==> src/rtl/ps2_host_tx_if.sv <==
// ps2_host_tx_if: byte-level command handshake between a client and the PS/2 host transmitter.
//   tx_data  - byte to send, LSB first (client -> transmitter)
//   tx_valid - tx_data is valid (client -> transmitter)
//   tx_ready - transmitter can accept a byte (transmitter -> client)
//   busy     - a transfer is in progress (transmitter -> client)
//   tx_done  - one-cycle pulse, transfer acknowledged by the device (transmitter -> client)
//   tx_error - one-cycle pulse, transfer failed: timeout or missing ack (transmitter -> client)
interface ps2_host_tx_if;
   logic [7:0] tx_data;
   logic       tx_valid;
   logic       tx_ready;
   logic       busy;
   logic       tx_done;
   logic       tx_error;

   modport master (
      output tx_data,
      output tx_valid,
      input  tx_ready,
      input  busy,
      input  tx_done,
      input  tx_error
   );

   modport slave (
      input  tx_data,
      input  tx_valid,
      output tx_ready,
      output busy,
      output tx_done,
      output tx_error
   );
endinterface

==> src/rtl/ps2_host_tx.sv <==
// ps2_host_tx: host-to-device PS/2 transmitter. Takes one command byte over a valid/ready
// handshake, performs the request-to-send sequence (clock inhibit, start bit), shifts out
// 8 data bits, odd parity and stop on device clock falling edges, then checks the device ack.
// The PS/2 lines are only ever pulled low through open-drain enables.
//   clock       - system clock (50 MHz)
//   anti_reset  - asynchronous active-low reset
//   tx_if       - command handshake and status (slave side)
//   ps2_clk_in  - raw ps2_clk pin level
//   ps2_data_in - raw ps2_data pin level
//   ps2_clk_oe  - 1 pulls ps2_clk low, 0 leaves it high-Z
//   ps2_data_oe - 1 pulls ps2_data low, 0 leaves it high-Z
module ps2_host_tx #(
   parameter int unsigned INHIBIT_CYCLES = 5000,
   parameter int unsigned TIMEOUT_CYCLES = 750000,
   parameter int unsigned FILTER_LEN     = 8
) (
   input  logic         clock,
   input  logic         anti_reset,
   ps2_host_tx_if.slave tx_if,
   input  logic         ps2_clk_in,
   input  logic         ps2_data_in,
   output logic         ps2_clk_oe,
   output logic         ps2_data_oe
);

   localparam int unsigned IW = (INHIBIT_CYCLES > 2) ? $clog2(INHIBIT_CYCLES) : 1;
   localparam int unsigned TW = (TIMEOUT_CYCLES > 2) ? $clog2(TIMEOUT_CYCLES) : 1;
   localparam int unsigned FW = (FILTER_LEN > 2) ? $clog2(FILTER_LEN) : 1;

   typedef enum logic [2:0] {
      StIdle, StInhibit, StSend, StAck, StWaitIdle, StDone
   } state_e;

   // Input conditioning: index 0 is ps2_clk, index 1 is ps2_data.
   logic [1:0]    sync1_q, sync2_q, filt_q;
   logic [FW-1:0] fcnt_q [2];
   logic          clk_prev_q;

   always_ff @(posedge clock or negedge anti_reset) begin
      if (!anti_reset) begin
         sync1_q    <= 2'b11;
         sync2_q    <= 2'b11;
         filt_q     <= 2'b11;
         fcnt_q[0]  <= '0;
         fcnt_q[1]  <= '0;
         clk_prev_q <= 1'b1;
      end else begin
         sync1_q    <= {ps2_data_in, ps2_clk_in};
         sync2_q    <= sync1_q;
         clk_prev_q <= filt_q[0];
         for (int i = 0; i < 2; i++) begin
            // Level flips only after FILTER_LEN consecutive disagreeing samples.
            if (sync2_q[i] == filt_q[i]) begin
               fcnt_q[i] <= '0;
            end else if (fcnt_q[i] == FW'(FILTER_LEN - 1)) begin
               filt_q[i] <= sync2_q[i];
               fcnt_q[i] <= '0;
            end else begin
               fcnt_q[i] <= fcnt_q[i] + FW'(1);
            end
         end
      end
   end

   logic fall;
   logic lines_idle;
   assign fall       = clk_prev_q & ~filt_q[0];
   assign lines_idle = &filt_q;

   state_e        state_q, state_d;
   logic [IW-1:0] inh_cnt_q, inh_cnt_d;
   logic [TW-1:0] to_cnt_q, to_cnt_d;
   logic [3:0]    bit_cnt_q, bit_cnt_d;
   logic [9:0]    shift_q, shift_d;
   logic          data_oe_q, data_oe_d;
   logic          ack_q, ack_d;
   logic          done_q, done_d;
   logic          error_q, error_d;
   logic          inh_last;
   logic          timeout;

   assign inh_last = (inh_cnt_q == IW'(INHIBIT_CYCLES - 1));
   assign timeout  = (to_cnt_q == TW'(TIMEOUT_CYCLES - 1));

   always_ff @(posedge clock or negedge anti_reset) begin
      if (!anti_reset) begin
         state_q   <= StIdle;
         inh_cnt_q <= '0;
         to_cnt_q  <= '0;
         bit_cnt_q <= '0;
         shift_q   <= '0;
         data_oe_q <= 1'b0;
         ack_q     <= 1'b1;
         done_q    <= 1'b0;
         error_q   <= 1'b0;
      end else begin
         state_q   <= state_d;
         inh_cnt_q <= inh_cnt_d;
         to_cnt_q  <= to_cnt_d;
         bit_cnt_q <= bit_cnt_d;
         shift_q   <= shift_d;
         data_oe_q <= data_oe_d;
         ack_q     <= ack_d;
         done_q    <= done_d;
         error_q   <= error_d;
      end
   end

   always_comb begin
      state_d   = state_q;
      inh_cnt_d = inh_cnt_q;
      to_cnt_d  = to_cnt_q;
      bit_cnt_d = bit_cnt_q;
      shift_d   = shift_q;
      data_oe_d = data_oe_q;
      ack_d     = ack_q;
      done_d    = 1'b0;
      error_d   = 1'b0;
      unique case (state_q)
         StIdle: begin
            data_oe_d = 1'b0;
            if (tx_if.tx_valid) begin
               // Frame tail {stop, parity, data}; a 1 shifts in behind so bit 10 releases.
               shift_d   = {1'b1, ~^tx_if.tx_data, tx_if.tx_data};
               inh_cnt_d = '0;
               state_d   = StInhibit;
            end
         end
         StInhibit: begin
            if (inh_last) begin
               data_oe_d = 1'b1;  // start bit stays driven after the clock is released
               to_cnt_d  = '0;
               bit_cnt_d = '0;
               state_d   = StSend;
            end else begin
               inh_cnt_d = inh_cnt_q + IW'(1);
            end
         end
         StSend: begin
            if (fall) begin
               to_cnt_d  = '0;
               bit_cnt_d = bit_cnt_q + 4'd1;
               if (bit_cnt_q == 4'd10) begin
                  ack_d   = filt_q[1];
                  state_d = StAck;
               end else begin
                  data_oe_d = ~shift_q[0];
                  shift_d   = {1'b1, shift_q[9:1]};
               end
            end else if (timeout) begin
               error_d   = 1'b1;
               data_oe_d = 1'b0;
               state_d   = StIdle;
            end else begin
               to_cnt_d = to_cnt_q + TW'(1);
            end
         end
         StAck: begin
            to_cnt_d = to_cnt_q + TW'(1);
            if (ack_q) begin
               error_d = 1'b1;
               state_d = StIdle;
            end else begin
               state_d = StWaitIdle;
            end
         end
         StWaitIdle: begin
            if (lines_idle) begin
               done_d  = 1'b1;
               state_d = StDone;
            end else if (fall) begin
               to_cnt_d = '0;
            end else if (timeout) begin
               error_d   = 1'b1;
               data_oe_d = 1'b0;
               state_d   = StIdle;
            end else begin
               to_cnt_d = to_cnt_q + TW'(1);
            end
         end
         StDone: begin
            // Holds tx_ready low during the tx_done pulse.
            state_d = StIdle;
         end
         default: state_d = StIdle;
      endcase
   end

   assign ps2_clk_oe     = (state_q == StInhibit);
   assign ps2_data_oe    = data_oe_q | ((state_q == StInhibit) & inh_last);
   assign tx_if.tx_ready = (state_q == StIdle);
   assign tx_if.busy     = (state_q != StIdle);
   assign tx_if.tx_done  = done_q;
   assign tx_if.tx_error = error_q;

endmodule

==> src/flat_wrapper.sv <==
// flat-port wrapper written by rule: the top's interface ports become plain ports
module ps2_host_tx_flat 
#(
   parameter int unsigned INHIBIT_CYCLES = 5000,
   parameter int unsigned TIMEOUT_CYCLES = 750000,
   parameter int unsigned FILTER_LEN     = 8
)
  (clock, anti_reset, ps2_clk_in, ps2_data_in, ps2_clk_oe, ps2_data_oe, tx_if_tx_data, tx_if_tx_valid, tx_if_tx_ready, tx_if_busy, tx_if_tx_done, tx_if_tx_error);
  ps2_host_tx_if tx_if_i ();
  input  logic clock;
  input  logic anti_reset;
  input  logic ps2_clk_in;
  input  logic ps2_data_in;
  output logic ps2_clk_oe;
  output logic ps2_data_oe;
  input wire logic [$bits(tx_if_i.tx_data)-1:0] tx_if_tx_data;
  input wire logic [$bits(tx_if_i.tx_valid)-1:0] tx_if_tx_valid;
  output wire logic [$bits(tx_if_i.tx_ready)-1:0] tx_if_tx_ready;
  output wire logic [$bits(tx_if_i.busy)-1:0] tx_if_busy;
  output wire logic [$bits(tx_if_i.tx_done)-1:0] tx_if_tx_done;
  output wire logic [$bits(tx_if_i.tx_error)-1:0] tx_if_tx_error;
  assign tx_if_i.tx_data = tx_if_tx_data;
  assign tx_if_i.tx_valid = tx_if_tx_valid;
  assign tx_if_tx_ready = tx_if_i.tx_ready;
  assign tx_if_busy = tx_if_i.busy;
  assign tx_if_tx_done = tx_if_i.tx_done;
  assign tx_if_tx_error = tx_if_i.tx_error;
  ps2_host_tx #(.INHIBIT_CYCLES(INHIBIT_CYCLES), .TIMEOUT_CYCLES(TIMEOUT_CYCLES), .FILTER_LEN(FILTER_LEN)) u_core (.clock(clock), .anti_reset(anti_reset), .tx_if(tx_if_i), .ps2_clk_in(ps2_clk_in), .ps2_data_in(ps2_data_in), .ps2_clk_oe(ps2_clk_oe), .ps2_data_oe(ps2_data_oe));
endmodule
==> config.mk <==
export PLATFORM = sky130hd
export DESIGN_NAME = ps2_host_tx_flat
export DESIGN_NICKNAME = d
export VERILOG_FILES = /design/src/rtl/ps2_host_tx_if.sv /design/src/rtl/ps2_host_tx.sv /design/src/flat_wrapper.sv
export SDC_FILE = /design/constraint.sdc
export NUM_CORES = 1
export LEC_CHECK = 0
export ABC_AREA = 1
export CAP_MARGIN = 0
export CORE_MARGIN = 2
export CORE_UTILIZATION = 48
export DETAILED_ROUTE_END_ITERATION = 16
export GPL_ROUTABILITY_DRIVEN = 0
export HOLD_SLACK_MARGIN = 0.02
export PLACE_DENSITY = 0.71
export SYNTH_ARGS = -nofsm -noshare
export SYNTH_HDL_FRONTEND = slang
export SYNTH_SLANG_ARGS = --single-unit
==> constraint.sdc <==
create_clock -name clock -period 3.6 [get_ports clock]
set_clock_uncertainty 0.2 [all_clocks]
set_input_delay 0.36 -clock clock [delete_from_list [all_inputs] [get_ports clock]]
set_output_delay 0.36 -clock clock [all_outputs]
set_load 0.1 [all_outputs]
; Word level (Yosys, flattened, before mapping)
; Cells that the tools add are included.
[classes]
n_addsub = 5
eq_ne = 21
n_mux = 42
n_bitwise = 7
reduce_logical = 18
[op_table]
columns = operator, count
row1 = 2-to-1 mux 20 bit, 4
row2 = one-hot mux 20 bit (4 select lines), 1
row3 = 2-to-1 mux 3 bit, 12
row4 = 2-to-1 mux 10 bit, 3
row5 = 2-to-1 mux 13 bit, 2
row6 = one-hot mux 13 bit (2 select lines), 1
row7 = adder 20 x 1 -> 20 bit (second input constant), 1
row8 = == test 20 bit (second input constant), 1
row9 = one-hot mux 10 bit (2 select lines), 1
row10 = one-hot mux 3 bit (5 select lines), 1
row11 = adder 13 x 1 -> 13 bit (second input constant), 1
row12 = == test 13 bit (second input constant), 1
row13 = 2-to-1 mux 1 bit, 12
row14 = AND reduction 3 bit, 4
row15 = != test 2 bit (second input constant), 5
row16 = == test 3 bit (second input constant), 3
row17 = != test 3 bit (second input constant), 3
row18 = 2-to-1 mux 4 bit, 2
row19 = one-hot mux 4 bit (2 select lines), 1
row20 = AND reduction 4 bit, 2
row21 = nonzero test 4 bit, 2
row22 = XNOR reduction 8 bit, 1
row23 = adder 3 x 1 -> 3 bit (second input constant), 2
row24 = == test 3 x 2 -> 1 bit (second input constant), 2
row25 = other kinds (15), 25
[totals]
regBits = 67
output_inout_bits = 6
word_cells = 109

; Longest topological paths before layout
; Gate-level depths: netlist of run 1.
[depth]
word_depth = 5
depth_mapped = 13

; Worst setup path after synthesis of run 1
; OpenSTA, ideal clock, no wires.
[synth_path]
kind = register to register
start = register u_core.state_q[0]
end = register u_core.state_q[1]
setup_ns = 0.116
arrival_ns = 2.147
t_required_ns = 3.284
slack_ns = 1.137
path_stages_with_launch = 11
path_buffers = 0
synth_period_minus_slack_ns = 2.463
cell_sequence = dfrtp_1 > inv_4 > nand2_4 > inv_2 > nand2_2 > inv_1 > nand2_1 > nand4_1 > nor2_1 > nand2_1 > nand2_1
[synth_via]
elab_chain_cells = 3
[synth_lines]
columns = element, line_no
row1 = "start, declared", ps2_host_tx.sv:70  ; state_e state_q, state_d;
row2 = "start signal, assigned", ps2_host_tx.sv:87  ; state_q <= StIdle;
row3 = "start signal, assigned", ps2_host_tx.sv:97  ; state_q <= state_d;
row4 = logical NOT 3 bit *, n/a
row5 = named net tx_if_tx_ready, flat_wrapper.sv:18  ; output wire logic [$bits(tx_if_i.tx_ready)-1:0] tx_if_tx_ready;
row6 = != test 2 bit (no line), n/a
row7 = AND reduction 4 bit (no line), n/a
; Mark *: on every way through the listed nets, which the timed path passes. The rest lies on a longest branch.
; A chain may end at the register's enable or synchronous reset.

; Worst setup path in the final report of run 1
[layout_path]
start = register u_core.done_q (netlist: u_core.tx_if.tx_done)
end = output tx_if_tx_done
[layout_lines]
columns = element, line_no
row1 = "start, declared", ps2_host_tx.sv:77  ; logic done_q, done_d;
row2 = "start signal, assigned", ps2_host_tx.sv:104  ; done_q <= done_d;
row3 = "end, declared", flat_wrapper.sv:20  ; output wire logic [$bits(tx_if_i.tx_done)-1:0] tx_if_tx_done;
; No word-level cell between the ends.

==> results of run 1 <==
## report_power, final
part           leakage, uW  internal [uW]  switching [uW]  total, uW
combinational      0.00107            334             962       1300
sequential        0.000872            924             107       1030
clock             0.000103            388             287        675
## worst max-delay path by stage
stage	startpoint	endpoint	slack, ns	cells past startpoint
2_1_floorplan	u_core.state_q[0]$_DFFE_PN0P_	u_core.state_q[1]$_DFFE_PN0P_	1.14	10
3_3_place_gp	u_core.filt_q[0]$_DFFE_PN1P_	u_core.to_cnt_q[5]$_DFFE_PN0P_	1.37	9
3_5_place_dp	u_core.filt_q[0]$_DFFE_PN1P_	u_core.to_cnt_q[5]$_DFFE_PN0P_	1.27	9
4_1_cts	u_core.tx_if.tx_done$_DFF_PN0_	tx_if_tx_done	1.21	1
5_1_grt	u_core.filt_q[0]$_DFFE_PN1P_	u_core.to_cnt_q[14]$_DFFE_PN0P_	1.05	10
6_report	u_core.tx_if.tx_done$_DFF_PN0_	tx_if_tx_done	1.22	1
## final cells by class
cell class,count,area [sq um],share of cell area (%)
Clock buffer,11,131,2.87
Timing Repair Buffer,21,203,4.43
Inverter,74,285,6.23
Sequential cell,67,1690,36.8
Tap cell,105,131,2.87
Clock inverter,5,77.6,1.69
Multi-Input combinational cell,405,2060,45.1
## metal layers
metal / global-route usage (%) / vias to the layer above / routed length [microns]
li1: - / 1819 / -
met3: 5.04 / 11 / 460
met1: 28.4 / 1650 / 4160
met4: 7.51 / 0 / 104
met5: 0 / - / 0
met2: 35.4 / 84 / 4020
## sequential cells by signal, summed over array words and instances, names as in the netlist
register and flops:
u_core.to_cnt_q 20, u_core.inh_cnt_q 13, u_core.shift_q 10, u_core.fcnt_q 6, u_core.bit_cnt_q 4, u_core.state_q 3, u_core.filt_q 2, u_core.sync1_q 2
u_core.sync2_q 2, u_core.ack_q 1, u_core.clk_prev_q 1, u_core.data_oe_q 1, u_core.tx_if.tx_done 1, u_core.tx_if.tx_error 1
## layout by cell type, fill, tap and decap left out, types with 2 or more instances in the layout
| cell | instances |
|---|---|
| nand4_1 | 11 |
| buf_4 | 5 |
| nand2_2 | 8 |
| bufinv_16 | 2 |
| nand2_1 | 158 |
| nand3_1 | 37 |
| dfstp_2 | 8 |
| clkinv_2 | 2 |
| inv_2 | 13 |
| xnor2_1 | 7 |
| o211ai_1 | 8 |
| nand2_4 | 4 |
| inv_4 | 3 |
| o21ai_1 | 28 |
| inv_1 | 57 |
| dfrtp_1 | 59 |
| o22ai_1 | 4 |
| a21oi_1 | 8 |
| nor2_4 | 3 |
| nor2_1 | 53 |
| clkdlybuf4s50_1 | 13 |
| clkbuf_8 | 9 |
| xor2_1 | 16 |
| nor3_1 | 17 |
| ha_1 | 8 |
| clkbuf_1 | 2 |
| nor2_2 | 7 |
| o21ai_0 | 17 |
## per-stage QoR
step / util [%] / area [sq um] / instances
final: 55.5 / 4580 / 688
after global placement: 52.8 / 4360 / 671
after CTS: 55.5 / 4580 / 688
after floorplan: - / 4110 / 557
after global routing: 55.5 / 4580 / 688
after detailed placement: 52.8 / 4360 / 671
## kinds of logic after synthesis
kind of cell             share of synthesized area (%)
AO/OA/AOI/OAI                                     9.31
XOR/XNOR                                          4.90
adder cells (fa/ha/maj)                           2.43
buffers and inverters                             8.79
flip-flops                                        41.0
AND/OR/NAND/NOR                                   33.6
==> metrics.md, run 1 <==
| Metric | Value |
|---|---|
| Outcome | `completed` |
| Largest net degree at the start of global routing | `39` |
| CP endpoint kind | `primary output` |
| Final Slew Violations | `0` |
| Tot Pwr | `between 3000 and 4000 uW` |
| Slowest stage delay, CP | `roughly 1.1 ns` |
| Post-synth EDFFs | `0` |
| Reg2Reg Depth | `9` |
| Number of detailed-route iterations in the first pass | `5` |
| Total number of vias | `roughly 3600` |
| Mapped Avg Cell Area | `about 7.4 sq um` |
| Max Root-Sink Buffers | `2` |
| Yosys top cell area share | `35.9%` |
| Dpl hpwl | `around 6.4 mm` |
| # DRC | `0` |
| RSZ-0062 raised after global routing | `no` |
| WP data arrival | `1.82 ns` |
| Global-route wire length before repair | `approximately 16 mm` |
| Syn Nets | `578` |
| PwrDens | `656 nW/um^2` |
| Crit-path cells | `clkdlybuf4s50_1` |
| Hold Path Class | `reg2reg` |
| Top-count cell post-synth | `nand2_1` |
| Final period util | `66.2%` |
| Crit-path leading delay family | `buffers and inverters` |
| Slew HR | `35.3%` |
| Core area | `8260 sq um` |
| Worst slew pin tran | `0.967 ns` |
| Internal reg-to-reg setup slack | `1.27 ns` |
| Resized Gates After CTS | `0` |
| Area Growth Syn to Fin | `11.3%` |
| CTS H-Tree Depth | `3` |
| IO Pins | `19` |
| Clk sinks | `67` |
| Post-synthesis sequential area ratio | `41.0%` |
| Initial Util | `49.8%` |
| Worst R2R End | `u_core.to_cnt_q[5]$_DFFE_PN0P_` |
| Post-CTS Hold Fix Bufs | `1` |
| Setup violations, final | `0` |
| Antenna violations before repair | `0` |
| Fmax | `419 MHz` |
| Die area | `roughly 9300 sq um` |
| Post-Synthesis Cells | `557` |
| Seq cells post-synth | `67` |
| Hold_ws | `0.155 ns` |
| Synth warn | `0` |
| Hold Path Cell Cnt | `0` |
| VDD IR max | `about 700 uV` |
| Dominant cells by area after synthesis | `dfrtp_1, nand2_1, inv_1` |
| Hold Path End | `u_core.sync2_q[0]$_DFF_PN1_` |
| Synth unique cells | `38` |
| Tot GR Track Use | `21.7%` |
| HP Start | `u_core.sync1_q[0]$_DFF_PN1_` |
| Worst slack at placement | `around 1.3 ns` |
| CTS tree | `yes` |
| Root Buffer | `clkbuf_8` |
| Final ANT Viol Nets | `0` |
| WP buf/inv | `1` |
| Fill cell total of the finished layout | `approximately 800` |
| Final WS setup | `1.22 ns` |
| Critical Path Slowest Stage Cell | `clkdlybuf4s50_1` |
| Most common library cells after synthesis | `nand2_1, dfrtp_1, inv_1, nor2_1, nand3_1` |
| Synth Cell Area | `4110 sq um` |
| Max Cap Violations | `0` |
| Clock latency at the later pin of the worst-skew pair | `~0.35 ns` |
| Setup TNS Final | `0 ns` |
| NumNets Final | `599` |
| Die outline width | `96.6 microns` |
| Vias per cell | `between 5 and 6` |
| Setup CP Type | `reg2out` |
| IO Port Bufs | `18` |
| Drt initial violations | `232` |
| DR WL/cell | `12.7 microns` |
| Vias in the first global route | `3511` |
| Synth Flop Type | `dfrtp_1` |
| Tmin final | `2.38 ns` |
| Worst r2r src | `u_core.filt_q[0]$_DFFE_PN1P_` |
| Async set-reset flop share out of synthesis | `100%` |
| Startpoint class of the critical path | `register` |
| Largest area contributor in the netlist | `dfrtp_1` |
| # Post-CTS Setup Buffers | `0` |
| WP data required | `3.04 ns` |
| Antenna diodes | `0` |
| Layout cells sized above 1 | `12.7%` |
| Clock Pin Slew Worst Setup and Hold Paths | `0.07 ns` |
| Die height | `96.6 microns` |
| CTS Buf Count | `9` |
| DRT Wirelength | `~9 mm` |
| Crit-path max FO | `1` |
| Grt ovf | `0` |
| Row cnt | `33` |
| Final Hold Fails | `0` |
| P_leak | `0.00204 uW` |
No activity file was read; power rests on OpenSTA's default activity.
==> run 2, diff against run 1 <==
Settings changed: PLACE_DENSITY 0.71 to 0.73.
Clock period 3.6 ns to 2 ns, I/O delays scaled along.
==> run 2 against run 1 <==
  * Via count grew 4.9%
  * Critical path type unchanged
  * Sequential cell count is the same
  * Largest cell class unchanged
  * Critical path depth grew 5
  * Critical endpoint is now ps2_data_oe
  * Die area did not move
  * Largest power group unchanged
  * Setup slack got worse by 1.2 ns
  * Worst hold slack got worse by 0.10 ns
  * Cell area rose by 8.4%
  * The run now ends with negative setup slack left
  * Combinational power grew 130%
  * Highest routed layer unchanged
==> metrics.md, run 2 (same netlist as run 1, synthesis figures left out) <==
| Metric | Value |
|---|---|
| IO Port Bufs | `18 (unchanged)` |
| Most frequent cells in the layout | `nand2_1, dfrtp_1, inv_1, nor2_1, nand3_1 (unchanged)` |
| IO Pins | `19 (unchanged)` |
| DRT Wirelength | `9.17 mm (was 8.75 mm)` |
| WP buf/inv | `1 (unchanged)` |
| Max Cap Violations | `0 (unchanged)` |
| WP data required | `1.60 ns (was 3.04 ns)` |
| DR WL/cell | `12.8 microns (was 12.7 microns)` |
| Final WS setup | `-0.0235 ns (was 1.22 ns)` |
| Final period util | `101%` |
| Non-Filler Instances | `715 (was 688)` |
| Total number of vias | `3738 (was 3564)` |
| Antenna violations before repair | `0 (unchanged)` |
| Final ANT Viol Nets | `0 (unchanged)` |
| Root Buffer | `clkbuf_8 (unchanged)` |
| Area Growth Syn to Fin | `20.7% (was 11.3%)` |
| Final Util | `60.1% (was 55.5%)` |
| Core area | `8260 sq um (unchanged)` |
| Tot GR Track Use | `21.8% (was 21.7%)` |
| Hold Path Class | `in2reg (was reg2reg)` |
| Die area | `9320 sq um (unchanged)` |
| RSZ-0062 raised after global routing | `yes (was no)` |
| Final instance area | `4960 sq um (was 4580 sq um)` |
| Dpl hpwl | `6.49 mm (was 6.43 mm)` |
| Startpoint class of the critical path | `register (unchanged)` |
| CP endpoint kind | `primary output (unchanged)` |
| Largest net degree at the start of global routing | `37 (was 39)` |
| Clk sinks | `67 (unchanged)` |
| Inst Count DP | `684 (was 671)` |
| Crit-path cells | `ha_2 > nand2_2 > nor2_4 > nand4_1 > nand2_4 > buf_12 (was clkdlybuf4s50_1)` |
| Final Slew Violations | `0 (unchanged)` |
| Number of detailed-route iterations in the first pass | `5 (unchanged)` |
| Tmin final | `~2 ns` |
| Outcome | `finished with violations (was completed)` |
| WP data arrival | `1.62 ns (was 1.82 ns)` |
| Row cnt | `33 (unchanged)` |
| VDD IR max | `1870 uV (was 699 uV)` |
| Clock latency at the later pin of the worst-skew pair | `0.35 ns (about the same)` |
| Die outline width | `96.6 microns (unchanged)` |
| # DRC | `0 (unchanged)` |
| Max FFs per register | `20 (unchanged)` |
| Final Hold Fails | `0 (unchanged)` |
| CTS Buf Count | `9 (unchanged)` |
| Largest registers | `u_core.to_cnt_q x20, u_core.inh_cnt_q x13, u_core.shift_q x10 (unchanged)` |
| Crit-path leading delay family | `simple AND/OR/NAND/NOR gates (was buffers and inverters)` |
| Largest Register | `u_core.to_cnt_q (unchanged)` |
| PwrDens | `1240 nW/um^2 (was 656 nW/um^2)` |
| Slew HR | `72.5% (was 35.3%)` |
| Die height | `96.6 microns (unchanged)` |
| Global-route wire length before repair | `15.9 mm (was 15.7 mm)` |
| NumNets Final | `626 (was 599)` |
| CTS tree | `yes (unchanged)` |
| Grt ovf | `0 (unchanged)` |
| Crit-path max FO | `3 (was 1)` |
| CTS H-Tree Depth | `3 (unchanged)` |
| Setup violations, final | `1 (was 0)` |
| Max Root-Sink Buffers | `2 (unchanged)` |
| Clock Pin Slew Worst Setup and Hold Paths | `0.08 ns (was 0.07 ns)` |
| P_leak | `0.00223 uW (was 0.00204 uW)` |
| Fmax | `494 MHz` |
| Worst slew pin tran | `0.412 ns (was 0.967 ns)` |
| Initial Util | `49.8% (unchanged)` |
| Vias in the first global route | `3544 (was 3511)` |
| Critical Path Slowest Stage Cell | `dfrtp_1 (was clkdlybuf4s50_1)` |
| Setup CP Type | `reg2out (unchanged)` |
| Slowest stage delay, CP | `0.37 ns (was 1.13 ns)` |
| Fill cell total of the finished layout | `732 (was 796)` |
| Vias per cell | `5.23 (was 5.18)` |
| Most common cell after layout, fill and taps aside | `nand2_1 (unchanged)` |
| Layout cells sized above 1 | `18.7% (was 12.7%)` |
| Drt initial violations | `253 (was 232)` |
| Failing checks | `negative setup slack` |
| DP Area | `4540 sq um (was 4360 sq um)` |
| Antenna diodes | `0 (unchanged)` |
-- run 2: where the power goes --
part | internal [uW] | switching [uW] | total [uW] | leakage (uW)
logic | 1040 | 1960 | 3000 | 0.00124
clock network | 768 | 525 | 1290 | 0.000113
registers | 1660 | 193 | 1860 | 0.000870
-- run 2: area by class of cell --
type | instances | area [sq um] | share of cell area [%]
inverters | 74 | 304 | 6.12
well taps | 105 | 131 | 2.65
flip-flops and latches | 67 | 1690 | 34.0
multi-input cells | 405 | 2150 | 43.2
clock inverters | 4 | 72.6 | 1.46
clock buffers | 12 | 155 | 3.13
repair buffers | 48 | 467 | 9.40
-- run 2: what timing repair did --
action | 4_1_cts | 5_1_grt
buffers inserted | 6 | 8
resized for setup | 1 | 19
endpoints found under the setup margin | 1 | 31
hold endpoints to repair | 64 | 0
pin swaps | 5 | 6
gates cloned | 0 | 0
hold buffers | 1 | 0
-- run 2: stage by stage --
stage / setup slack, ns / setup TNS, ns / total power [uW] / hold slack, ns
floorplan: -0.0348 / -0.0533 / 3840 / -0.296
global placement: 0.116 / 0 / 4510 / -0.0504
detailed placement: 0.0455 / 0 / 4570 / -0.0422
CTS: -0.0216 / -0.0216 / 5940 / 0.0397
global route: -0.0813 / -0.462 / 6560 / 0.0399
finish: -0.0235 / -0.0235 / 6150 / 0.0523
-- run 2: final timing paths --
check / start / end / slack (ns) / depth (start not counted)
worst max-delay path: u_core.inh_cnt_q[1]$_DFFE_PN0P_ / ps2_data_oe / -0.02 / 6
worst min-delay path: ps2_data_in / u_core.sync1_q[1]$_DFF_PN1_ / 0.05 / 1
worst max register to register: u_core.inh_cnt_q[1]$_DFFE_PN0P_ / u_core.to_cnt_q[3]$_DFFE_PN0P_ / 0.06 / 12
worst min register to register: u_core.sync1_q[0]$_DFF_PN1_ / u_core.sync2_q[0]$_DFF_PN1_ / 0.16 / 0
max in group asynchronous: anti_reset / u_core.clk_prev_q$_DFF_PN1_ / 0.90 / 3
min in group asynchronous: anti_reset / u_core.fcnt_q[0]$_DFF_PN0_ / 0.11 / 2
-- run 2: worst register-to-register path: stages, from the launching register on --
cell     delay (ns)
dfrtp_1        0.37
ha_2           0.22
nand2_2        0.07
nor2_4         0.09
buf_4          0.11
nand3_2        0.08
nand2_4        0.13
nand2_2        0.09
inv_4          0.09
nand2_8        0.09
buf_6          0.15
nand2_1        0.05
o21ai_0        0.07
-- run 2: metal layers --
metal / vias to the layer above / global-route usage (%) / part of all wire [%]
met5: - / 0 / 0
met4: 0 / 5.75 / 1.2
met3: 12 / 5.12 / 4.4
met2: 89 / 37.7 / 49
met1: 1761 / 27.5 / 46
li1: 1876 / - / -
==> run 3, diff against run 2 <==
Settings changed: SKIP_LAST_GASP set to 1.
==> run 3 against run 2 <==
  * The flow still finishes with violations (negative setup slack)
  * Sequential share of layout area increased by 0.094 points
  * Worst hold slack better by 0.00067 ns
  * Count of clock-buffer cells in the layout did not move
  * Largest power group unchanged
  * Clock power hardly changed
  * Core utilization fell by 0.17 points
  * Non-clock buffer count unchanged
  * Total power is 0.35% lower
  * Highest routed layer unchanged
  * Fmax barely moved
  * Combinational power about the same
  * Cell count stayed put
  * Via count fell by 0.51%
  * Sequential cell count stayed put
==> metrics.md, run 3 (same netlist as run 1, synthesis figures left out) <==
| Metric | Value |
|---|---|
| Hold_ws | `0.0529 ns (was 0.0523 ns)` |
| CTS H-Tree Depth | `3 (unchanged)` |
| NumNets Final | `626 (unchanged)` |
| CTS tree | `yes (unchanged)` |
| Startpoint class of the critical path | `register (unchanged)` |
| WP data required | `1.60 ns (about the same)` |
| Most frequent cells in the layout | `nand2_1, dfrtp_1, inv_1, nor2_1, nand3_1 (unchanged)` |
| P_int | `3460 uW (was 3470 uW)` |
| Clock share of power | `21.1% (was 21.0%)` |
| Die height | `96.6 microns (unchanged)` |
| Antenna diodes | `0 (unchanged)` |
| # DRC | `0 (unchanged)` |
| Internal reg-to-reg setup slack | `0.07 ns (was 0.06 ns)` |
| Largest registers | `u_core.to_cnt_q x20, u_core.inh_cnt_q x13, u_core.shift_q x10 (unchanged)` |
| Drt initial violations | `244 (was 253)` |
| Largest net degree at the start of global routing | `37 (unchanged)` |
| Worst slack at placement | `0.0455 ns (unchanged)` |
| Worst r2r src | `u_core.inh_cnt_q[1]$_DFFE_PN0P_ (unchanged)` |
| IO Port Bufs | `18 (unchanged)` |
| Hold Path Class | `in2reg (unchanged)` |
| Crit-path max FO | `3 (unchanged)` |
| Outcome | `finished with violations (unchanged)` |
| Global-route wire length before repair | `15.9 mm (unchanged)` |
| Area of the multi-input gates | `2140 sq um (was 2150 sq um)` |
| Core area | `8260 sq um (unchanged)` |
| Worst slew pin tran | `0.412 ns (about the same)` |
| DR WL/cell | `12.9 microns (was 12.8 microns)` |
| CP endpoint kind | `primary output (unchanged)` |
| Row cnt | `33 (unchanged)` |
| Grt ovf | `0 (unchanged)` |
| Slew HR | `72.5% (about the same)` |
| Final ANT Viol Nets | `0 (unchanged)` |
| Final period util | `101% (about the same)` |
| Tot Pwr | `6130 uW (was 6150 uW)` |
| Vias in the first global route | `3544 (unchanged)` |
| Reg power frac | `30.3% (was 30.2%)` |
| Tot GR Track Use | `21.8% (unchanged)` |
| Layout cells sized above 1 | `18.7% (unchanged)` |
| RSZ-0062 raised after global routing | `yes (unchanged)` |
| Antenna violations before repair | `0 (unchanged)` |
| Crit-path leading delay family | `simple AND/OR/NAND/NOR gates (unchanged)` |
| Area Growth Syn to Fin | `20.4% (was 20.7%)` |
| Slowest stage delay, CP | `0.37 ns (about the same)` |
| PwrDens | `1240 nW/um^2 (about the same)` |
| VDD IR max | `1870 uV (about the same)` |
| Initial Util | `49.8% (unchanged)` |
| P_leak | `0.00222 uW (was 0.00223 uW)` |
| Max Root-Sink Buffers | `2 (unchanged)` |
| Clk sinks | `67 (unchanged)` |
| Setup CP Type | `reg2out (unchanged)` |
| Max FFs per register | `20 (unchanged)` |
| WP buf/inv | `1 (unchanged)` |
| Final Slew Violations | `0 (unchanged)` |
| Largest Register | `u_core.to_cnt_q (unchanged)` |
| Critical Path Slowest Stage Cell | `dfrtp_1 (unchanged)` |
| Final WS setup | `-0.0232 ns (was -0.0235 ns)` |
| Fill cell total of the finished layout | `730 (was 732)` |
| Setup violations, final | `1 (unchanged)` |
| WP data arrival | `1.62 ns (about the same)` |
| Final Hold Fails | `0 (unchanged)` |
| DRT Wirelength | `9.25 mm (was 9.17 mm)` |
| Die outline width | `96.6 microns (unchanged)` |
| Root Buffer | `clkbuf_8 (unchanged)` |
| HP Start | `ps2_data_in (unchanged)` |
| Hold Path End | `u_core.sync1_q[1]$_DFF_PN1_ (unchanged)` |
| Clock latency at the later pin of the worst-skew pair | `0.35 ns (about the same)` |
| Vias per cell | `5.20 (was 5.23)` |
| Hold Path Cell Cnt | `1 (unchanged)` |
| Clock Pin Slew Worst Setup and Hold Paths | `0.08 ns (about the same)` |
| IO Pins | `19 (unchanged)` |
| Worst R2R End | `u_core.to_cnt_q[12]$_DFFE_PN0P_ (was u_core.to_cnt_q[3]$_DFFE_PN0P_)` |
| Combinational Power Share | `48.6% (was 48.8%)` |
| Die area | `9320 sq um (unchanged)` |
| CTS Buf Count | `9 (unchanged)` |
| Crit-path cells | `ha_2 > nand2_2 > nor2_4 > nand4_1 > nand2_4 > buf_12 (unchanged)` |
| Switch share | `43.5% (was 43.6%)` |
| Fmax | `494 MHz (about the same)` |
| Storage element area | `1690 sq um (unchanged)` |
| Total number of vias | `3719 (was 3738)` |
| Number of detailed-route iterations in the first pass | `6 (was 5)` |
| Max Cap Violations | `0 (unchanged)` |
| Failing checks | `negative setup slack (unchanged)` |
| Most common cell after layout, fill and taps aside | `nand2_1 (unchanged)` |
| Dpl hpwl | `6.49 mm (unchanged)` |
| Tmin final | `2.02 ns (about the same)` |
| Reg2Reg Depth | `12 (unchanged)` |
| Switch Pwr | `2670 uW (was 2680 uW)` |
[run 3: cell type report]
cell class	instances	share of cell area (%)
multi-input cells	405	43.2
repair buffers	48	9.43
flip-flops and latches	67	34.1
inverters	74	6.04
clock inverters	4	1.47
well taps	105	2.65
clock buffers	12	3.13
[run 3: worst max-delay path by stage]
stage                                       to                            start  cells past startpoint
2_1_floorplan    u_core.state_q[1]$_DFFE_PN0P_    u_core.state_q[0]$_DFFE_PN0P_                     10
3_3_place_gp   u_core.to_cnt_q[14]$_DFFE_PN0P_  u_core.inh_cnt_q[0]$_DFFE_PN0P_                     12
3_5_place_dp   u_core.to_cnt_q[12]$_DFFE_PN0P_  u_core.inh_cnt_q[0]$_DFFE_PN0P_                     11
4_1_cts                            ps2_data_oe  u_core.inh_cnt_q[0]$_DFFE_PN0P_                      6
5_1_grt                            ps2_data_oe  u_core.inh_cnt_q[0]$_DFFE_PN0P_                      6
6_report                           ps2_data_oe  u_core.inh_cnt_q[1]$_DFFE_PN0P_                      6
[run 3: through the flow]
stage               instances  cell area, sq um  utilization [%]  TNS, ns
detailed placement        684              4540             55.0        0
global placement          684              4540             55.0        0
CTS                       707              4830             58.5  -0.0216
finish                    715              4950             60.0  -0.0232
floorplan                 557              4140                -  -0.0533
global route              715              4950             60.0   -0.347
[run 3: per-layer routing]
layer | global-route usage (%) | vias up | wire length [microns]
met1 | 27.5 | 1738 | 4200
met4 | 5.75 | 0 | 107
met5 | 0 | - | 0
met2 | 37.7 | 93 | 4520
li1 | - | 1876 | -
met3 | 5.12 | 12 | 426
[run 3: power groups by stage]
stage                     Clock (uW)  Combinational [uW]  Sequential (uW)
after floorplan                    0                2010             1830
after global placement             0                2650             1860
after detailed placement           0                2700             1870
after CTS                       1320                2770             1840
after global routing            1380                3250             1890
final                           1290                2980             1860
[run 3: what timing repair did]
item                                    CTS  global route
setup buffers                             6             8
hold endpoints to repair                 64             0
resized for setup                         1            17
cloned                                    0             0
endpoints found under the setup margin    1            31
pin swaps                                 5             6
hold buffers                              1             0
